## config.mk

```make
export PLATFORM = sky130hd
export DESIGN_NAME = logic_op_arbiter
export DESIGN_NICKNAME = d
export VERILOG_FILES = /design/src/rtl/logic_op_arbiter.sv
export SDC_FILE = /design/constraint.sdc
export NUM_CORES = 1
export LEC_CHECK = 0
export CAP_MARGIN = 20
export CORE_ASPECT_RATIO = 0.8
export CORE_MARGIN = 2
export CORE_UTILIZATION = 30
export CTS_CLUSTER_DIAMETER = 40
export DETAILED_ROUTE_END_ITERATION = 8
export GPL_TIMING_DRIVEN = 0
export PLACE_DENSITY = 0.63
export SLEW_MARGIN = 20
export SYNTH_ARGS = -nofsm -noshare
export SYNTH_HDL_FRONTEND = slang
export SYNTH_SLANG_ARGS = --single-unit
```

## constraint.sdc

```tcl
create_clock -name clk -period 3.6 [get_ports clk]
set_input_delay 0.72 -clock clk [delete_from_list [all_inputs] [get_ports clk]]
set_output_delay 0.72 -clock clk [all_outputs]
set_load 0.01 [all_outputs]
```

## src/rtl/logic_op_arbiter.sv

```systemverilog
// logic_op_arbiter: one shared bitwise logic unit serving
// four requesters through a round-robin arbiter.
module logic_op_arbiter #(
  parameter int WIDTH = 8
) (
  input  logic               clk,
  input  logic               rst,
  input  logic [3:0]         req,
  input  logic [4*WIDTH-1:0] op_a,
  input  logic [4*WIDTH-1:0] op_b,
  input  logic [11:0]        op_sel,
  output logic [3:0]         gnt,
  output logic               rsp_valid,
  input  logic               rsp_ready,
  output logic [1:0]         rsp_id,
  output logic [WIDTH-1:0]   rsp_data,
  output logic               rsp_err
);

  typedef enum logic [1:0] {
    IDLE = 2'd0,
    EXEC = 2'd1,
    RESP = 2'd2
  } state_t;

  localparam logic [2:0] OP_AND  = 3'd0;
  localparam logic [2:0] OP_NAND = 3'd1;
  localparam logic [2:0] OP_OR   = 3'd2;
  localparam logic [2:0] OP_NOR  = 3'd3;
  localparam logic [2:0] OP_NOT  = 3'd4;
  localparam logic [2:0] OP_XOR  = 3'd5;
  localparam logic [2:0] OP_XNOR = 3'd6;

  state_t           state_q;
  logic [1:0]       rr_ptr_q;
  logic [WIDTH-1:0] a_q;
  logic [WIDTH-1:0] b_q;
  logic [2:0]       op_q;
  logic [1:0]       id_q;

  logic             win_ok;
  logic [1:0]       win_id;
  logic [1:0]       idx;
  logic [WIDTH-1:0] res_d;
  logic             err_d;

  // Round-robin search: the lowest offset from rr_ptr wins,
  // so walk offsets high to low and let the last hit stand.
  always_comb begin
    win_ok = 1'b0;
    win_id = rr_ptr_q;
    idx    = rr_ptr_q;
    for (int k = 3; k >= 0; k--) begin
      idx = rr_ptr_q + 2'(k);
      if (req[idx]) begin
        win_ok = 1'b1;
        win_id = idx;
      end
    end
  end

  // Shared gate unit, fed only from the latched operands.
  always_comb begin
    res_d = '0;
    err_d = 1'b0;
    case (op_q)
      OP_AND:  res_d = a_q & b_q;
      OP_NAND: res_d = ~(a_q & b_q);
      OP_OR:   res_d = a_q | b_q;
      OP_NOR:  res_d = ~(a_q | b_q);
      OP_NOT:  res_d = ~a_q;
      OP_XOR:  res_d = a_q ^ b_q;
      OP_XNOR: res_d = ~(a_q ^ b_q);
      default: begin
        res_d = '0;
        err_d = 1'b1;
      end
    endcase
  end

  // Grant / execute / respond sequencer with registered outputs.
  always_ff @(posedge clk) begin
    if (rst) begin
      state_q   <= IDLE;
      rr_ptr_q  <= 2'd0;
      gnt       <= 4'd0;
      rsp_valid <= 1'b0;
      rsp_id    <= 2'd0;
      rsp_data  <= '0;
      rsp_err   <= 1'b0;
      a_q       <= '0;
      b_q       <= '0;
      op_q      <= 3'd0;
      id_q      <= 2'd0;
    end else begin
      case (state_q)
        IDLE: begin
          gnt <= 4'd0;
          if (win_ok) begin
            gnt     <= 4'(4'b0001 << win_id);
            a_q     <= op_a[win_id*WIDTH +: WIDTH];
            b_q     <= op_b[win_id*WIDTH +: WIDTH];
            op_q    <= op_sel[win_id*3 +: 3];
            id_q    <= win_id;
            state_q <= EXEC;
          end
        end
        EXEC: begin
          gnt       <= 4'd0;
          rsp_data  <= res_d;
          rsp_err   <= err_d;
          rsp_id    <= id_q;
          rsp_valid <= 1'b1;
          state_q   <= RESP;
        end
        RESP: begin
          if (rsp_ready) begin
            rsp_valid <= 1'b0;
            rr_ptr_q  <= id_q + 2'd1;
            state_q   <= IDLE;
          end
        end
        default: begin
          gnt       <= 4'd0;
          rsp_valid <= 1'b0;
          state_q   <= IDLE;
        end
      endcase
    end
  end

endmodule

```

# After elaboration in Yosys (flattened, before gate mapping)
# Cells that the tools add are included.
# classes
add_sub_neg,4
mul,1
n_lt_le_gt_ge,4
eq_ne,10
shifts,4
mux,25
bitwise,8
n_reduce_logical,7
# op_table
op,n
variable part select 32 x 6 -> 8 bit,2
one-hot mux 8 bit (7 select lines),1
NOT 8 bit,4
less-than comparator 2 x 3 -> 1 bit (second input constant),4
2-to-1 mux 2 bit,6
variable part select 12 x 5 -> 3 bit,1
2-to-1 mux 1 bit,10
equality test 3 bit (second input constant),3
bitwise AND 8 bit,1
binary-select mux 1 bit (select 2 bit),4
bitwise OR 8 bit,1
one-hot mux 4 bit (2 select lines),1
AND reduction 2 bit,4
XOR 8 bit,1
OR reduction 7 bit,1
equality test 3 x 2 -> 1 bit (second input constant),2
one-hot mux 2 bit (3 select lines),1
adder 2 x 1 -> 2 bit (second input constant),2
adder 2 bit (second input constant),2
multiplier 2 x 2 -> 4 bit (second input constant),1
2-to-1 mux 4 bit,1
!= test 2 bit (second input constant),2
<< shifter 1 x 2 -> 4 bit (first input constant),1
equality test 3 x 1 -> 1 bit (second input constant),1
6 further kinds,6
# word_totals
reg_bits,41
in_bits,83
output_inout_bits,16
wordCells,74

# Longest topological paths before layout
# Gate-level depths: netlist of the first run.
# depth
word_depth,10
depth_mapped,7
depth_no_buf,7

# Least setup slack after synthesis of the first run
# Ideal clock, no wire load.
# synth_timing
kind,input to register
start,input req[0]
end,register a_q[3]
setup_time_ns,0.138
arrival_time_ns,1.966
required_ns,3.462
slack_ns,1.496
path_stages,6
path_buffers,1
path_cell_list,and2b_1 > or4_4 > nand2_4 > buf_8 > mux2i_1 > o221ai_1
# synth_via
elab_chain_cells,7
word_cells_on_any_way,18
classes_between,shift (1); mux (16); reduce/logical (1)
# synth_lines
item,line,source
from (decl),8,"input logic [3:0] req,"
binary-select mux 1 bit (select 2 bit),55,if (req[idx]) begin
2-to-1 mux 1 bit (not written as such),55,
2-to-1 mux 2 bit or 2-to-1 mux 1 bit (tied branches) (4 in a row),55,
variable part select 32 x 6 -> 8 bit or AND reduction 2 bit (tied branches),n/a,
to (signal assigned),101,a_q <= op_a[win_id*WIDTH +: WIDTH];
to (decl),36,logic [WIDTH-1:0] a_q;
# Several ways; a longest one is shown, not always the timed one. The select of a mux whose other input is x is not followed.
# A chain may end at the register's enable or synchronous reset.

# Worst setup path in the final report of the first run
# layout_timing
start,input req[3]
end,register a_q[1]
# The elaborated chain is that of the path after synthesis.

==> impl_metrics.yaml, run 1 <==
clock_network:
  cts_num_sinks: 41
  clkLatencyLatePin_ns: 0.28
  cts_buffers: 5
  tritoncts_clock_tree: "built"
  cts.htree.levels: 2
  cts_hold_buffers: 0
  cts.clk_slew.worst_paths_ns: 0.06
  cts_setup_buffers: 0
  cts_buffer_depth: 2
  post_cts.resized_instances: 0
  root_buffer: "sky130_fd_sc_hd__clkbuf_16"
yosys:
  synth-edff-count: 0
  synthesis.area_um2: 2710
  async_reset_ff_share_pct: 0
  dominantRegCellSynth: "sky130_fd_sc_hd__dfxtp_1"
  ys.warnings.count: 0
  post_synth_num_cell_types: 34
  synthesis.instances: 314
  synth_sequential_area_ratio_pct: 30.2
  ys_ff_latch: 41
  syn_area_per_cell_um2: 8.64
  synth_fp_nets: 413
critical_path:
  reg2reg_depth: 6
  cp_data_required_time_ns: 3.81
  rrSetupSlack_ns: 1.43
  worst_r2r_endpoint: "rsp_data[1]"
  critical_path_peak_fanout: 10
  crit_path_start_kind: "primary input"
  criticalPathCategory: "in2reg"
  regToRegStartpoint: "op_q[1]"
  setup.worst_path.end_class: "flop"
  critical_path_arrival_ns: 2.87
detailed_routing:
  final_antenna_net_count: 0
  route.final.wire_length_um: 7920
  num_vias: 2766
  routed_via_density: 5.17
  drtPass1Iterations: 4
  drc: 0
  routedWlPerCell_um: 14.8
  first_iter_violations: 107
final_layout:
  layout_commonest_cell: "sky130_fd_sc_hd__clkdlybuf4s50_1"
  diodes: 0
  finish.net_count: 518
  area_delta_synth_final_pct: 47.8
  final-instance-count-excl-fill: 535
  seqCellArea_um2: 821
  fill_cells: 895
  final_core_occ_pct: 45.0
  final_layout_size_suffix_gt1_share_pct: 4.29
  layout_common_cells: "sky130_fd_sc_hd__clkdlybuf4s50_1, sky130_fd_sc_hd__mux2i_1, sky130_fd_sc_hd__dfxtp_1"
  combined_area_of_the_multi_input_logic_cells_um2: 1680
min_path:
  worstHoldPathCells: 2
  whs_endpoint: "rsp_data[0]"
  timing.hold.worst.class: "reg2reg"
  worstHoldStart: "rsp_data[0]"
sta:
  finalCriticalPeriod_ns: 2.66
  post-route-period-util_pct: 74.0
  grt_setup_unrepaired: "false"
  fin_worst_skew_ns: 0.00660
  fin_ws_ns: 0.936
  slew_headroom_pct: 55.0
  setup_viol_count_final: 0
  clock.fmax_mhz: 375
  totalNegativeSetupSlack_ns: 0
  timing_worst_slew_pin_value_ns: 0.675
  slew_violations: 0
  report.final.hold_viol_count: 0
placement:
  dpl_worst_slack_ns: 0.613
  placement.io_buffers: 98
  gp_congestion: 0.846
  dpl.cell_count: 527
  detailedPlacementHpwl_um: 6040
floorplanning:
  core.rowCount: 31
  io_pins: 99
  vertical_extent_of_the_die_um: 89.1
  floorplan.die.width_um: 110
  core_um2: 8920
  start_util_pct: 30.4
  fp.dieArea_um2: 9830
pwr:
  p_leak_uw: 0.00151
  power_density_nw_per_um2: 407
  vdd_ir_drop_max_uv: 218
run:
  max_cap_viol_count: 0
grt:
  gr-total-overflow: 0
  antenna_violations_before_repair: 0
  groute.usage.overall_pct: 17.1
  grt_max_degree: 13
  grt_first_pass_wirelength_um: 13200
  first_global_vias: 2709
outcome:
  result_of_the_run: "complete, no violations"
[registers in the layout, summed over array words and instances (netlist names)]
name	flops
rr_ptr_q	2
id_q	2
gnt	4
state_q	2
rsp_err	1
rsp_data	8
rsp_valid	1
b_q	8
op_q	3
a_q	8
rsp_id	2
[worst max-delay path: stages]
cell,delay [ns]
sky130_fd_sc_hd__clkdlybuf4s50_1,0.50
sky130_fd_sc_hd__nor4_1,0.48
sky130_fd_sc_hd__nor3_2,0.19
sky130_fd_sc_hd__nor2_2,0.40
sky130_fd_sc_hd__clkbuf_1,0.39
sky130_fd_sc_hd__nand2_1,0.12
sky130_fd_sc_hd__o221ai_1,0.08
[worst max path at each step]
stage                     depth (start not counted)  startpoint  slack [ns]  endpoint
after floorplan                                   6      req[0]        1.50    a_q[3]
after global placement                            7      req[3]        0.64    a_q[4]
after detailed placement                          7      req[3]        0.61    a_q[1]
after CTS                                         7      req[3]        0.89    a_q[1]
after global routing                              7      req[3]        0.65    a_q[1]
final                                             7      req[3]        0.94    a_q[1]
[layout make-up]
class / instances / area share (%)
Inverter: 17 / 1.59
Tap cell: 115 / 3.59
Multi-Input combinational cell: 234 / 42.0
Clock inverter: 1 / 0.749
Sequential cell: 41 / 20.5
Timing Repair Buffer: 98 / 24.5
Clock buffer: 7 / 3.56
Buffer: 22 / 3.62
[stage by stage]
step	cell area [um2]	hold WS, ns	power [uW]
after floorplan	2710	0.456	890
after global placement	3840	0.452	1100
after detailed placement	3840	0.451	1110
after CTS	4010	0.459	1640
after global routing	4010	0.484	1730
final	4010	0.461	1630
[power breakdown]
part           leakage, uW  switching [uW]  total [uW]  internal (uW)
Clock            0.0000841             180         527            347
Combinational      0.00108             267         550            283
Sequential        0.000337            47.8         555            507
[per-layer routing]
metal / global-route usage [%] / up-vias / part of all wire, %
met5: 0 / - / 0
met2: 28.1 / 83 / 46
met4: 3.18 / 0 / 0.95
met1: 23.5 / 1316 / 47
met3: 3.50 / 7 / 6.1
li1: - / 1360 / -
[cell families (layout without fill, tap and decap cells)]
group	after synthesis	after routing	share of synthesized area [%]
AND/OR/NAND/NOR	94	94	17.1
adder cells (fa/ha/maj)	16	16	7.38
XOR/XNOR	1	1	0.323
flip-flops	41	41	30.2
multiplexers	47	47	17.3
AO/OA/AOI/OAI	76	76	19.9
buffers and inverters	39	145	7.70
[synth_stat cells, drive strengths merged, types with 3 or more instances]
cell,n,area share [%]
a211oi,8,2.2
buf,6,3.1
inv,17,2.4
o21ai,4,0.74
o221ai,20,6.5
dfxtp,41,30
mux2i,47,17
a21oi,25,4.6
o211ai,7,1.9
nand3b,8,2.2
nor2b,6,1.4
a211o,7,2.3
nor2,25,3.6
clkbuf,16,2.2
ha,16,7.4
nand4,3,0.69
nor3,9,1.8
nand2,33,4.8
Note: power is estimated with default switching activity, not from simulation.
==> run 2, diff against run 1 <==
- clock period: 3.6 -> 2.8 ns (I/O delays scaled with it)
==> results of run 2 <==
Same layout as run 1 (identical final DEF). Status: complete, no violations.
Among the figures that moved: setup slack after placement 0.613 ns -> -0.0271 ns; setup slack after layout 0.936 ns -> 0.296 ns; register-to-register setup slack 1.43 ns -> 0.63 ns; total power 1630 uW -> 2100 uW; worst IR drop on VDD 218 uV -> 280 uV
